[config.mk]
export PLATFORM = sky130hd
export DESIGN_NAME = router_output_arbiter_flat
export DESIGN_NICKNAME = d
export VERILOG_FILES = /design/src/rtl/router_pkg.sv /design/src/rtl/router_output_arbiter_if.sv /design/src/rtl/router_output_arbiter_rr.sv /design/src/rtl/router_output_arbiter.sv /design/src/flat_wrapper.sv
export SDC_FILE = /design/constraint.sdc
export NUM_CORES = 1
export LEC_CHECK = 0
export CAP_MARGIN = 10
export CORE_ASPECT_RATIO = 1.25
export CORE_MARGIN = 5
export CORE_UTILIZATION = 45
export DETAILED_ROUTE_END_ITERATION = 16
export HOLD_SLACK_MARGIN = 0.15
export PLACE_DENSITY = 0.89
export SLEW_MARGIN = 15
export SYNTH_ARGS = -nofsm -noshare
export SYNTH_HDL_FRONTEND = slang
export SYNTH_SLANG_ARGS = --single-unit
[constraint.sdc]
create_clock -name clk -period 5.7 [get_ports clk]
set_clock_uncertainty 0.1 [all_clocks]
set_input_delay 0.855 -clock clk [delete_from_list [all_inputs] [get_ports clk]]
set_output_delay 0.855 -clock clk [all_outputs]
set_load 0.05 [all_outputs]
[src/rtl/router_pkg.sv]
// Shared types for the router output arbiter: flit type encoding, type-field
// position and arbiter FSM states.
package router_pkg;

    typedef enum logic [1:0] {
        FLIT_BODY   = 2'b00,
        FLIT_HEAD   = 2'b01,
        FLIT_TAIL   = 2'b10,
        FLIT_SINGLE = 2'b11
    } flit_type_t;

    // Type-field bit positions, counted downward from the flit MSB.
    localparam int FlitTypeMsb = 0;
    localparam int FlitTypeLsb = 1;

    typedef enum logic {
        ARB_IDLE   = 1'b0,
        ARB_LOCKED = 1'b1
    } arb_state_t;

    // HEAD and SINGLE both open a packet.
    function automatic logic is_head_like(flit_type_t t);
        return (t == FLIT_HEAD) || (t == FLIT_SINGLE);
    endfunction

endpackage

[src/rtl/router_output_arbiter_if.sv]
// Bundle of the input-FIFO, output-FIFO and status signals of one output port.
// master is the arbiter side, slave is the surrounding router/environment.
interface router_output_arbiter_if #(
    parameter int NumInputs  = 4,
    parameter int Width      = 10,
    parameter int CountWidth = 16
) ();

    logic [NumInputs-1:0]            in_empty;
    logic [NumInputs-1:0][Width-1:0] in_data;
    logic [NumInputs-1:0]            in_rdreq;
    logic                            out_full;
    logic                            out_wrreq;
    logic [Width-1:0]                out_data;
    logic [NumInputs-1:0]            grant;
    logic                            locked;
    logic                            proto_err;
    logic [CountWidth-1:0]           pkt_count;

    modport master (
        input  in_empty, in_data, out_full,
        output in_rdreq, out_wrreq, out_data, grant, locked, proto_err, pkt_count
    );

    modport slave (
        output in_empty, in_data, out_full,
        input  in_rdreq, out_wrreq, out_data, grant, locked, proto_err, pkt_count
    );

endinterface

[src/rtl/router_output_arbiter_rr.sv]
// Combinational round-robin picker: first requester at or after i_ptr,
// scanning upward with wrap-around; one-hot grant plus its index.
module rr_arbiter #(
    parameter  int NumInputs = 4,
    localparam int PtrW      = $clog2(NumInputs)
) (
    input  logic [NumInputs-1:0] i_req,
    input  logic [PtrW-1:0]      i_ptr,
    output logic [NumInputs-1:0] o_grant,
    output logic [PtrW-1:0]      o_idx,
    output logic                 o_valid
);

    logic [PtrW:0]   w_sum;
    logic [PtrW-1:0] w_cand;

    // NOTE: every signal written here gets a default first, so no path leaves
    // a value unassigned and no latch is inferred.
    always_comb begin
        o_grant = '0;
        o_idx   = '0;
        o_valid = 1'b0;
        w_sum   = '0;
        w_cand  = '0;
        for (int i = 0; i < NumInputs; i++) begin
            w_sum = {1'b0, i_ptr} + (PtrW+1)'(i);
            if (w_sum >= (PtrW+1)'(NumInputs)) begin
                w_sum = w_sum - (PtrW+1)'(NumInputs);
            end
            w_cand = w_sum[PtrW-1:0];
            if (!o_valid && i_req[w_cand]) begin
                o_valid         = 1'b1;
                o_idx           = w_cand;
                o_grant[w_cand] = 1'b1;
            end
        end
    end

endmodule

[src/rtl/router_output_arbiter.sv]
// Wormhole output-port arbiter: round-robin among packets, grant held from
// head to tail, zero-latency combinational data path to the output FIFO.
module router_output_arbiter
    import router_pkg::*;
#(
    parameter int NumInputs  = 4,
    parameter int Width      = 10,
    parameter int CountWidth = 16
) (
    input logic                   clk,
    input logic                   rst,
    router_output_arbiter_if.master bus
);

    localparam int PtrW   = $clog2(NumInputs);
    localparam int TypeHi = Width - 1 - FlitTypeMsb;
    localparam int TypeLo = Width - 1 - FlitTypeLsb;

    arb_state_t            r_state;
    arb_state_t            w_state_nxt;
    logic [PtrW-1:0]       r_owner;
    logic [PtrW-1:0]       r_prio_ptr;
    logic                  r_proto_err;
    logic [CountWidth-1:0] r_pkt_count;

    logic [NumInputs-1:0]  w_eligible;
    logic [NumInputs-1:0]  w_bad_idle;
    logic [NumInputs-1:0]  w_rr_grant;
    logic [PtrW-1:0]       w_rr_idx;
    logic                  w_rr_valid;
    logic [NumInputs-1:0]  w_grant;
    logic [PtrW-1:0]       w_owner;
    logic [PtrW-1:0]       w_next_ptr;
    logic [Width-1:0]      w_owner_flit;
    flit_type_t            w_owner_type;
    flit_type_t            w_in_type;
    logic                  w_type_ok;
    logic                  w_xfer;
    logic                  w_pkt_done;
    logic                  w_err_set;

    always_comb begin
        w_eligible = '0;
        w_bad_idle = '0;
        w_in_type  = FLIT_BODY;
        for (int i = 0; i < NumInputs; i++) begin
            w_in_type     = flit_type_t'(bus.in_data[i][TypeHi:TypeLo]);
            w_eligible[i] = !bus.in_empty[i] && is_head_like(w_in_type);
            w_bad_idle[i] = !bus.in_empty[i] && !is_head_like(w_in_type);
        end
    end

    rr_arbiter #(
        .NumInputs (NumInputs)
    ) u_rr (
        .i_req   (w_eligible),
        .i_ptr   (r_prio_ptr),
        .o_grant (w_rr_grant),
        .o_idx   (w_rr_idx),
        .o_valid (w_rr_valid)
    );

    // Grant is forced to zero while in reset so nothing is popped or pushed.
    always_comb begin
        w_owner      = (r_state == ARB_LOCKED) ? r_owner : w_rr_idx;
        w_owner_flit = bus.in_data[w_owner];
        w_owner_type = flit_type_t'(w_owner_flit[TypeHi:TypeLo]);
        w_grant      = '0;
        if (rst) begin
            if (r_state == ARB_LOCKED) begin
                w_grant = NumInputs'(1) << r_owner;
            end else if (w_rr_valid) begin
                w_grant = w_rr_grant;
            end
        end
        w_type_ok  = (r_state == ARB_LOCKED) ? !is_head_like(w_owner_type)
                                             : is_head_like(w_owner_type);
        w_xfer     = (|w_grant) && !bus.in_empty[w_owner] && !bus.out_full && w_type_ok;
        w_next_ptr = (w_owner == PtrW'(NumInputs - 1)) ? '0 : w_owner + PtrW'(1);
    end

    always_comb begin
        w_state_nxt = r_state;
        w_pkt_done  = 1'b0;
        w_err_set   = 1'b0;
        unique case (r_state)
            ARB_IDLE: begin
                w_err_set = |w_bad_idle;
                if (w_xfer && (w_owner_type == FLIT_HEAD)) begin
                    w_state_nxt = ARB_LOCKED;
                end
                if (w_xfer && (w_owner_type == FLIT_SINGLE)) begin
                    w_pkt_done = 1'b1;
                end
            end
            ARB_LOCKED: begin
                w_err_set = !bus.in_empty[r_owner] && is_head_like(w_owner_type);
                if (w_xfer && (w_owner_type == FLIT_TAIL)) begin
                    w_state_nxt = ARB_IDLE;
                    w_pkt_done  = 1'b1;
                end
            end
            default: w_state_nxt = ARB_IDLE;
        endcase
    end

    // NOTE: state is updated with non-blocking assignments so every register
    // samples the pre-edge values of the others.
    always_ff @(posedge clk) begin
        if (!rst) begin
            r_state     <= ARB_IDLE;
            r_owner     <= '0;
            r_prio_ptr  <= '0;
            r_proto_err <= 1'b0;
            r_pkt_count <= '0;
        end else begin
            r_state <= w_state_nxt;
            if ((r_state == ARB_IDLE) && w_xfer) begin
                r_owner <= w_owner;
            end
            if (w_pkt_done) begin
                r_prio_ptr <= w_next_ptr;
            end
            if (w_err_set) begin
                r_proto_err <= 1'b1;
            end
            if (w_pkt_done && !(&r_pkt_count)) begin
                r_pkt_count <= r_pkt_count + CountWidth'(1);
            end
        end
    end

    assign bus.in_rdreq  = w_xfer ? w_grant : '0;
    assign bus.out_wrreq = w_xfer;
    assign bus.out_data  = w_owner_flit;
    assign bus.grant     = w_grant;
    assign bus.locked    = (r_state == ARB_LOCKED);
    assign bus.proto_err = r_proto_err;
    assign bus.pkt_count = r_pkt_count;

    a_rdreq_onehot0 : assert property (@(posedge clk) disable iff (!rst)
        $onehot0(bus.in_rdreq));
    a_grant_onehot0 : assert property (@(posedge clk) disable iff (!rst)
        $onehot0(bus.grant));
    a_no_push_full : assert property (@(posedge clk)
        bus.out_wrreq |-> !bus.out_full);
    a_lock_stable : assert property (@(posedge clk) disable iff (!rst)
        (rst && !w_xfer) |=> $stable(bus.locked));
    a_owner_only : assert property (@(posedge clk) disable iff (!rst)
        bus.locked |-> ((bus.in_rdreq & ~(NumInputs'(1) << r_owner)) == '0));

endmodule

[src/flat_wrapper.sv]
// flat-port wrapper written by rule: the top's interface ports become plain ports
module router_output_arbiter_flat import router_pkg::*;
#(
    parameter int NumInputs  = 4,
    parameter int Width      = 10,
    parameter int CountWidth = 16
)
  (clk, rst, bus_in_empty, bus_in_data, bus_out_full, bus_in_rdreq, bus_out_wrreq, bus_out_data, bus_grant, bus_locked, bus_proto_err, bus_pkt_count);
  router_output_arbiter_if #(.NumInputs(NumInputs), .Width(Width), .CountWidth(CountWidth)) bus_i ();
  input logic clk;
  input logic rst;
  input wire logic [$bits(bus_i.in_empty)-1:0] bus_in_empty;
  input wire logic [$bits(bus_i.in_data)-1:0] bus_in_data;
  input wire logic [$bits(bus_i.out_full)-1:0] bus_out_full;
  output wire logic [$bits(bus_i.in_rdreq)-1:0] bus_in_rdreq;
  output wire logic [$bits(bus_i.out_wrreq)-1:0] bus_out_wrreq;
  output wire logic [$bits(bus_i.out_data)-1:0] bus_out_data;
  output wire logic [$bits(bus_i.grant)-1:0] bus_grant;
  output wire logic [$bits(bus_i.locked)-1:0] bus_locked;
  output wire logic [$bits(bus_i.proto_err)-1:0] bus_proto_err;
  output wire logic [$bits(bus_i.pkt_count)-1:0] bus_pkt_count;
  assign bus_i.in_empty = bus_in_empty;
  assign bus_i.in_data = bus_in_data;
  assign bus_i.out_full = bus_out_full;
  assign bus_in_rdreq = bus_i.in_rdreq;
  assign bus_out_wrreq = bus_i.out_wrreq;
  assign bus_out_data = bus_i.out_data;
  assign bus_grant = bus_i.grant;
  assign bus_locked = bus_i.locked;
  assign bus_proto_err = bus_i.proto_err;
  assign bus_pkt_count = bus_i.pkt_count;
  router_output_arbiter #(.NumInputs(NumInputs), .Width(Width), .CountWidth(CountWidth)) u_core (.clk(clk), .rst(rst), .bus(bus_i));
endmodule
Word level (Yosys, flattened, before mapping). Cells that the tools add are included.

Add/sub/neg operators: 9. $lt $le $gt $ge: 14. Equal/unequal tests: 12. Shifts and indexed selects: 1. Mux-type cells: 52. Bitwise operators: 4. Reduce and logical (&&, ||, !) cells: 48.

Operator list (number): $mux 4 (8); $logic_and 1x1->1 (24); $bmux 10 s2 (1); $mux 2 (10); $mux 1 (19); $lt 2x3->1 const B (6); $add 16x1->16 const B (1); $logic_not 1->1 (16); $reduce_and 16->1 (1); $eq 2x2->1 const B (7); $bmux 1 s2 (6); $or 4x4->4 (3); $eq 2x1->1 const B (5); $mux 10 (1); $ge 3x3->1 const B (3); $demux 1 s2 (4); $ge 2x1->1 const B (4); $reduce_or 4->1 (2); $sub 2x1->2 const B (4); $add 2x2->3 const B (2); $pmux 1 s2 (3); $logic_or 1x1->1 (5); $shl 1x2->4 const A (1); $add 2x1->3 const B (1); other kinds (3) (3).

Register bits: 22. Bits of input ports: 47. Output and inout port bits: 37. Logic and storage cells: 145.

Longest topological paths before layout. Gate-level depths: netlist (run 1).

Word-level depth: 27. Gate-level depth with buffers: 14. Depth with buffers taken out: 11.

By module. A second synthesis (run 1) with hierarchy kept.

Cell total of the unflattened synthesis: 225. Area, all modules: 2084.5 sq um.

By module, submodules not included: router_output_arbiter (instances 1, cells an instance 180, area each 1662.8 sq um, sequential area each 440.4 sq um); rr_arbiter (instances 1, cells an instance 45, area each 421.7 sq um, sequential area each 0.0 sq um).

Worst setup path after synthesis (run 1). OpenSTA, ideal clock, no wires.

Path kind: input to output. Start: input bus_in_data[8]. End: output bus_in_rdreq[0]. Arrival time: 5.303 ns. Required time: 4.745 ns. Setup slack: -0.558 ns. Stages: 10. Path buffers: 1. Path through: nor2b_1 buf_2 mux4_2 nor2_1 a221oi_1 a311oi_1 o41ai_1 or2_2 a21oi_1 and2_1.

Elaborated cells between the ends (all ways): 52. Those cells by class: eq/ne: 4; mux: 30; bitwise: 3; reduce/logical: 15.

RTL lines: from (decl) (line flat_wrapper.sv:13) `input wire logic [$bits(bus_i.in_data)-1:0] bus_in_data;`; $eq 2x1->1 / $eq 2x2->1 (equally long branches) (line router_pkg.sv:23) `return (t == FLIT_HEAD) || (t == FLIT_SINGLE);`; $logic_or 1x1->1 (*) (line router_pkg.sv:23); $logic_and 1x1->1 (*) (line router_output_arbiter.sv:48) `w_eligible[i] = !bus.in_empty[i] && is_head_like(w_in_type);`; $bmux 1 s2 (line router_output_arbiter_rr.sv:31) `if (!o_valid && i_req[w_cand]) begin`; $mux 1 (implied by the code) (line router_output_arbiter_rr.sv:31); $mux 1 (line router_output_arbiter_rr.sv:31); $logic_not 1->1 (line router_output_arbiter_rr.sv:31); $logic_and 1x1->1 (line router_output_arbiter_rr.sv:31); [7 not listed]; $mux 4 (*) (line router_output_arbiter.sv:72) `end else if (w_rr_valid) begin`; $mux 4 (*) (line router_output_arbiter.sv:70) `if (r_state == ARB_LOCKED) begin`; $mux 4 (*) (line router_output_arbiter.sv:69) `if (rst) begin`; via bus_grant[3] (line flat_wrapper.sv:18) `output wire logic [$bits(bus_i.grant)-1:0] bus_grant;`; $reduce_or 4->1 (*) (line router_output_arbiter.sv:78) `w_xfer = (|w_grant) && !bus.in_empty[w_owner] && !bus.out_full && w_type_ok;`; $logic_and 1x1->1 (*) (3 in a row) (line router_output_arbiter.sv:78); via bus_out_wrreq (line flat_wrapper.sv:16) `output wire logic [$bits(bus_i.out_wrreq)-1:0] bus_out_wrreq;`; $mux 4 (*) (line router_output_arbiter.sv:133) `assign bus.in_rdreq = w_xfer ? w_grant : '0;`; to (decl) (line flat_wrapper.sv:15) `output wire logic [$bits(bus_i.in_rdreq)-1:0] bus_in_rdreq;`.

The timed path passes the listed nets; every way through them passes the cells marked *. The select of a mux whose other input is x is not followed.

Worst setup path after layout (run 1).
Start: input bus_in_data[18]. End: output bus_in_rdreq[3].

Cells in the longest elaborated chain, start to end: 24. Elaborated cells between the ends (all ways): 52. Those cells by class: eq/ne: 4; mux: 30; bitwise: 3; reduce/logical: 15.

Ends and longest elaborated chain: $eq 2x1->1 / $eq 2x2->1 (equally long branches) (line router_pkg.sv:23); $logic_or 1x1->1 (line router_pkg.sv:23); $logic_and 1x1->1 (line router_output_arbiter.sv:48); $bmux 1 s2 (line router_output_arbiter_rr.sv:31); $mux 1 (implied by the code) (line router_output_arbiter_rr.sv:31); $mux 1 (line router_output_arbiter_rr.sv:31); $logic_not 1->1 (line router_output_arbiter_rr.sv:31); $logic_and 1x1->1 (line router_output_arbiter_rr.sv:31); [8 not listed]; $bmux 10 s2 (line router_output_arbiter.sv:66) `w_owner_flit = bus.in_data[w_owner];`; $mux 10 (implied by the code) (line router_output_arbiter.sv:66); $eq 2x1->1 / $eq 2x2->1 (equally long branches) (line router_pkg.sv:23); $logic_or 1x1->1 (line router_pkg.sv:23); $logic_not 1->1 (line router_output_arbiter.sv:76) `w_type_ok = (r_state == ARB_LOCKED) ? !is_head_like(w_owner_type)`; $mux 1 (line router_output_arbiter.sv:76); $logic_and 1x1->1 (line router_output_arbiter.sv:78); $mux 4 (*) (line router_output_arbiter.sv:133).

Mark *: on every way between the ends. The rest lies on a longest branch, timed or not. The select of a mux whose other input is x is not followed.

==> impl_results.html, run 1 <==
<table>
<tr><th>Metric</th><th>Value</th></tr>
<tr><th colspan="2">Routing</th></tr>
<tr><td>Average wire per cell in the routed design</td><td>around 16 µm</td></tr>
<tr><td>Count of unresolved DRC violations after routing</td><td>0</td></tr>
<tr><td>DRT iter0 DRCs</td><td>134</td></tr>
<tr><td>Number of iterations in the first detailed-routing pass</td><td>4</td></tr>
<tr><td>Routed Wire Length</td><td>6380 µm</td></tr>
<tr><td>Detail-routed via count per cell</td><td>5.92</td></tr>
<tr><td>Via count</td><td>2378</td></tr>
<tr><td>Antenna viol nets, final</td><td>0</td></tr>
<tr><th colspan="2">STA</th></tr>
<tr><td>Total count of max-transition violations in the final report</td><td>0</td></tr>
<tr><td>Actual transition at the worst max-transition pin</td><td>0.817 ns</td></tr>
<tr><td>Part of the cycle the worst path needs</td><td>95.0%</td></tr>
<tr><td>Total negative setup slack</td><td>0 ns</td></tr>
<tr><td>Worst rel slew slack</td><td>between 40% and 50%</td></tr>
<tr><td>RSZ-0062 raised after global routing</td><td>false</td></tr>
<tr><td>Crit path time final</td><td>5.42 ns</td></tr>
<tr><td>Max Clk Rate</td><td>185 MHz</td></tr>
<tr><td>Fin. Hold Viols</td><td>0</td></tr>
<tr><td>Setup-failing EPs final</td><td>0</td></tr>
<tr><th colspan="2">Finish</th></tr>
<tr><td>Antenna diode count</td><td>0</td></tr>
<tr><td>Fillcell total</td><td>roughly 360</td></tr>
<tr><td>Proportion of layout cells with a drive suffix above 1</td><td>12.8%</td></tr>
<tr><td>Post-layout instance count excluding filler cells</td><td>402</td></tr>
<tr><td>Number of nets at the end of the flow</td><td>401</td></tr>
<tr><td>Post-Route Utilization</td><td>71.0%</td></tr>
<tr><td>Finished layout cell area</td><td>3170 µm²</td></tr>
<tr><td>Area delta synth-&gt;final</td><td>50.3%</td></tr>
<tr><th colspan="2">Yosys</th></tr>
<tr><td>Avg Synthesized Cell Area</td><td>8.02 µm²</td></tr>
<tr><td>Main flop type after synthesis</td><td>dfxtp_1</td></tr>
<tr><td>Share of the synthesized area in compound gates (AO/OA/AOI/OAI)</td><td>24.5%</td></tr>
<tr><td>Number of flops mapped to enable cells by yosys</td><td>0</td></tr>
<tr><td>Adder-cell area share of the yosys netlist</td><td>5.34%</td></tr>
<tr><td>Combinational family with the most area after synthesis</td><td>compound AO/OA/AOI/OAI gates</td></tr>
<tr><td>Multiplexer share of the synthesized area</td><td>20.6%</td></tr>
<tr><td>#FFs+latches synth</td><td>22</td></tr>
<tr><td>Distinct cell type count of the synthesized netlist</td><td>48</td></tr>
<tr><td>Number of warning messages in the yosys log</td><td>0</td></tr>
<tr><td>Most numerous cell types in the synthesized netlist</td><td>dfxtp_1 (22), mux2i_1 (22), nor2_1 (22)</td></tr>
<tr><td>Leading area contributor after synthesis</td><td>dfxtp_1</td></tr>
<tr><td>Most area-consuming cells after synthesis</td><td>dfxtp_1 (21%), mux2i_1 (10%), ha_1 (5.3%)</td></tr>
<tr><td>Syn Std Cell Area</td><td>2110 µm²</td></tr>
<tr><td>Simple-gate area share of the yosys netlist</td><td>23.6%</td></tr>
<tr><td>Proportion of netlist area held by the largest area contributor</td><td>20.9%</td></tr>
<tr><td>Proportion of register bits with asynchronous set or reset after synthesis</td><td>0%</td></tr>
<tr><td>Net count after synthesis</td><td>319</td></tr>
<tr><td>Share of the yosys chip area belonging to registers</td><td>20.9%</td></tr>
<tr><td>Number of instances in the synthesized netlist</td><td>263</td></tr>
<tr><td>Xor and xnor fraction of the mapped netlist area</td><td>0.415%</td></tr>
<tr><th colspan="2">Placed design</th></tr>
<tr><td>Number of buffer cells added on primary ports</td><td>83</td></tr>
<tr><td>Placed wire-length estimate after detailed placement</td><td>5200 µm</td></tr>
<tr><td>Placed Cells incl. Taps</td><td>398</td></tr>
<tr><td>Routability-driven placement congestion ratio</td><td>approximately 0.86</td></tr>
<tr><td>Placed Instance Area</td><td>3100 µm²</td></tr>
<tr><th colspan="2">Setup path</th></tr>
<tr><td>Required time at the endpoint of the critical path</td><td>4.74 ns</td></tr>
<tr><td>Arrival time at the worst endpoint</td><td>between 4 and 5 ns</td></tr>
<tr><td>Setup Crit Path Kind</td><td>input pin to output pin</td></tr>
<tr><td>Critical path launch point type</td><td>input pin</td></tr>
<tr><td>Category of the worst setup path capture point</td><td>output pin</td></tr>
<tr><td>Worst setup endpoint</td><td>bus_in_rdreq[3]</td></tr>
<tr><td>Number of cells traversed by the worst register-to-register path</td><td>10</td></tr>
<tr><td>Startpoint of the worst-slack reg-to-reg timing path</td><td>u_core.r_prio_ptr[1]</td></tr>
<tr><td>Max Fanout on Critical Path</td><td>9</td></tr>
<tr><td>Start point of the critical path</td><td>bus_in_data[18]</td></tr>
<tr><td>Slack of the worst reg-to-reg path</td><td>1.05 ns</td></tr>
<tr><td>Capture point of the worst reg-to-reg path</td><td>u_core.bus.pkt_count[15]</td></tr>
<tr><th colspan="2">Clock tree</th></tr>
<tr><td>Number of buffers inserted during clock tree synthesis</td><td>3</td></tr>
<tr><td>Maximum root-to-sink buffer count</td><td>2</td></tr>
<tr><td>TritonCTS clock tree</td><td>done</td></tr>
<tr><td>Post-CTS setup-driven buffer insertion count</td><td>0</td></tr>
<tr><td>Clock sink total</td><td>22</td></tr>
<tr><td>Clock slew at the register clock pins of the worst setup and hold paths</td><td>about 0.080 ns</td></tr>
<tr><td>Post-CTS resize count</td><td>0</td></tr>
<tr><td>Root buffer cell</td><td>clkbuf_8</td></tr>
<tr><td>Quantity of hold-fixing buffers added after cts</td><td>0</td></tr>
<tr><td>Latest clock arrival within the worst-skew pair</td><td>0.27 ns</td></tr>
<tr><td>Clock H-tree levels</td><td>1</td></tr>
<tr><th colspan="2">Power and ir drop</th></tr>
<tr><td>Total power of the final layout</td><td>873 µW</td></tr>
<tr><td>Static Leak</td><td>approximately 0.0012 µW</td></tr>
<tr><td>Areal power density over the cells</td><td>276 nW/µm²</td></tr>
<tr><td>Peak supply drop</td><td>0.196 mV</td></tr>
<tr><th colspan="2">Floorplanning</th></tr>
<tr><td>Starting density of the core</td><td>47.3%</td></tr>
<tr><td>Core footprint</td><td>4460 µm²</td></tr>
<tr><td>DIE HEIGHT</td><td>86.5 µm</td></tr>
<tr><td>Horizontal die dimension</td><td>slightly above 70 µm</td></tr>
<tr><td>Row count</td><td>27</td></tr>
<tr><td>I/O pin total</td><td>84</td></tr>
<tr><td>Area enclosed by the die boundary</td><td>around 6200 µm²</td></tr>
<tr><th colspan="2">Global route</th></tr>
<tr><td>Sum of overflow across all layers after global routing</td><td>0</td></tr>
<tr><td>Via count of the first global-routing pass</td><td>2251</td></tr>
<tr><td>Initial antenna violation count</td><td>0</td></tr>
<tr><td>Combined global-route utilization of all metal layers</td><td>20.2%</td></tr>
<tr><td>First-pass GRT wire length</td><td>10200 µm</td></tr>
<tr><td>Largest net degree at the start of global routing</td><td>33</td></tr>
<tr><th colspan="2">Run status</th></tr>
<tr><td>Run status</td><td>complete, no violations</td></tr>
<tr><th colspan="2">Worst hold path</th></tr>
<tr><td>Hold WC Path Type</td><td>flop to flop</td></tr>
<tr><th colspan="2">Job</th></tr>
<tr><td>Maximum Capacitance Violations</td><td>0</td></tr>
</table>
## worst max-delay path: stages
cell	delay [ns]
clkdlybuf4s50_1	0.53
nor2b_1	0.55
nand3_1	0.15
a2111oi_1	0.74
a221oi_1	0.20
a31oi_2	0.30
o41ai_1	0.14
or2_2	0.35
a21oi_2	0.28
and2_1	0.23
buf_12	0.15
## cell type report
class / count / area, µm² / area share, %
clock buffer: 3 / 41.3 / 1.30
inverter: 8 / 30.0 / 0.948
sequential: 22 / 440 / 13.9
multi-input combinational: 217 / 1600 / 50.5
clock inverter: 1 / 30.0 / 0.948
timing repair buffer: 93 / 953 / 30.1
tap: 58 / 72.6 / 2.29
## per-layer routing
layer	vias up	global-route usage [%]	share of wire, %
met4	0	8.38	2.6
met2	101	37.1	52
met3	15	5.68	9.1
met5	-	0	0
met1	1096	21.3	37
li1	1166	-	-
## per-stage QoR
step | setup slack (ns) | hold slack, ns
global route | 0.0588 | 0.450
CTS | 0.318 | 0.399
floorplan | 0.344 | 0.386
finish | 0.283 | 0.400
detailed placement | 0.317 | 0.385
global placement | 0.429 | 0.370
## cells in the final DEF, fill, tap and decap left out, types with 4 or more instances in the layout
cell / n
mux4_2: 5
nand2_1: 14
o31ai_1: 6
ha_1: 9
mux2i_1: 22
nor2_1: 22
or3_1: 7
o21ai_0: 13
buf_12: 5
nand2b_1: 4
dfxtp_1: 22
nand3_1: 16
buf_4: 11
a21oi_1: 19
clkdlybuf4s50_1: 77
mux2_2: 9
nor2b_1: 6
inv_1: 7
a221oi_1: 5
nor3_1: 4
and2_1: 7
## worst min path at each step
| stage | startpoint | endpoint | slack [ns] | depth (start not counted) |
|---|---|---|---|---|
| final | u_core.bus.pkt_count[6] | u_core.bus.pkt_count[6] | 0.40 | 2 |
| after global routing | u_core.bus.pkt_count[15] | u_core.bus.pkt_count[15] | 0.45 | 2 |
| after CTS | u_core.bus.pkt_count[6] | u_core.bus.pkt_count[6] | 0.40 | 2 |
| after detailed placement | u_core.bus.pkt_count[6] | u_core.bus.pkt_count[6] | 0.38 | 2 |
| after global placement | u_core.bus.pkt_count[6] | u_core.bus.pkt_count[6] | 0.37 | 2 |
| after floorplan | u_core.r_owner[1] | u_core.r_owner[1] | 0.39 | 2 |
## sequential cells by signal, indices dropped and copies added, names as in the netlist
signal and flops:
u_core.bus.locked 1, u_core.bus.pkt_count 16, u_core.bus.proto_err 1, u_core.r_owner 2, u_core.r_prio_ptr 2
## cell families (layout without fill, tap and decap cells)
group / Yosys count / after routing
and+or+nand+nor: 95 / 95
buffers and inverters: 24 / 105
DFF: 22 / 22
AOI/OAI and AO/OA: 76 / 76
xor gates and xnor gates: 1 / 1
muxes: 36 / 36
adders and majority gates: 9 / 9
## where the power goes
part,internal (µW),switching [µW],leakage (µW),total (µW)
Sequential,162,19.1,0.000178,181
Clock,93.9,52.8,0.0000357,147
Combinational,216,329,0.000945,545
Power figures use the tool's default switching activity.
==> run 2, diff against run 1 <==
--- a/config.mk
+++ b/config.mk
@@ -5,7 +5,7 @@
 export SDC_FILE = /design/constraint.sdc
 export NUM_CORES = 1
 export LEC_CHECK = 0
-export CAP_MARGIN = 10
+export CAP_MARGIN = 15
 export CORE_ASPECT_RATIO = 1.25
 export CORE_MARGIN = 5
 export CORE_UTILIZATION = 45
==> results of run 2 <==
Final layout, timing and power as in run 1 (identical DEF).
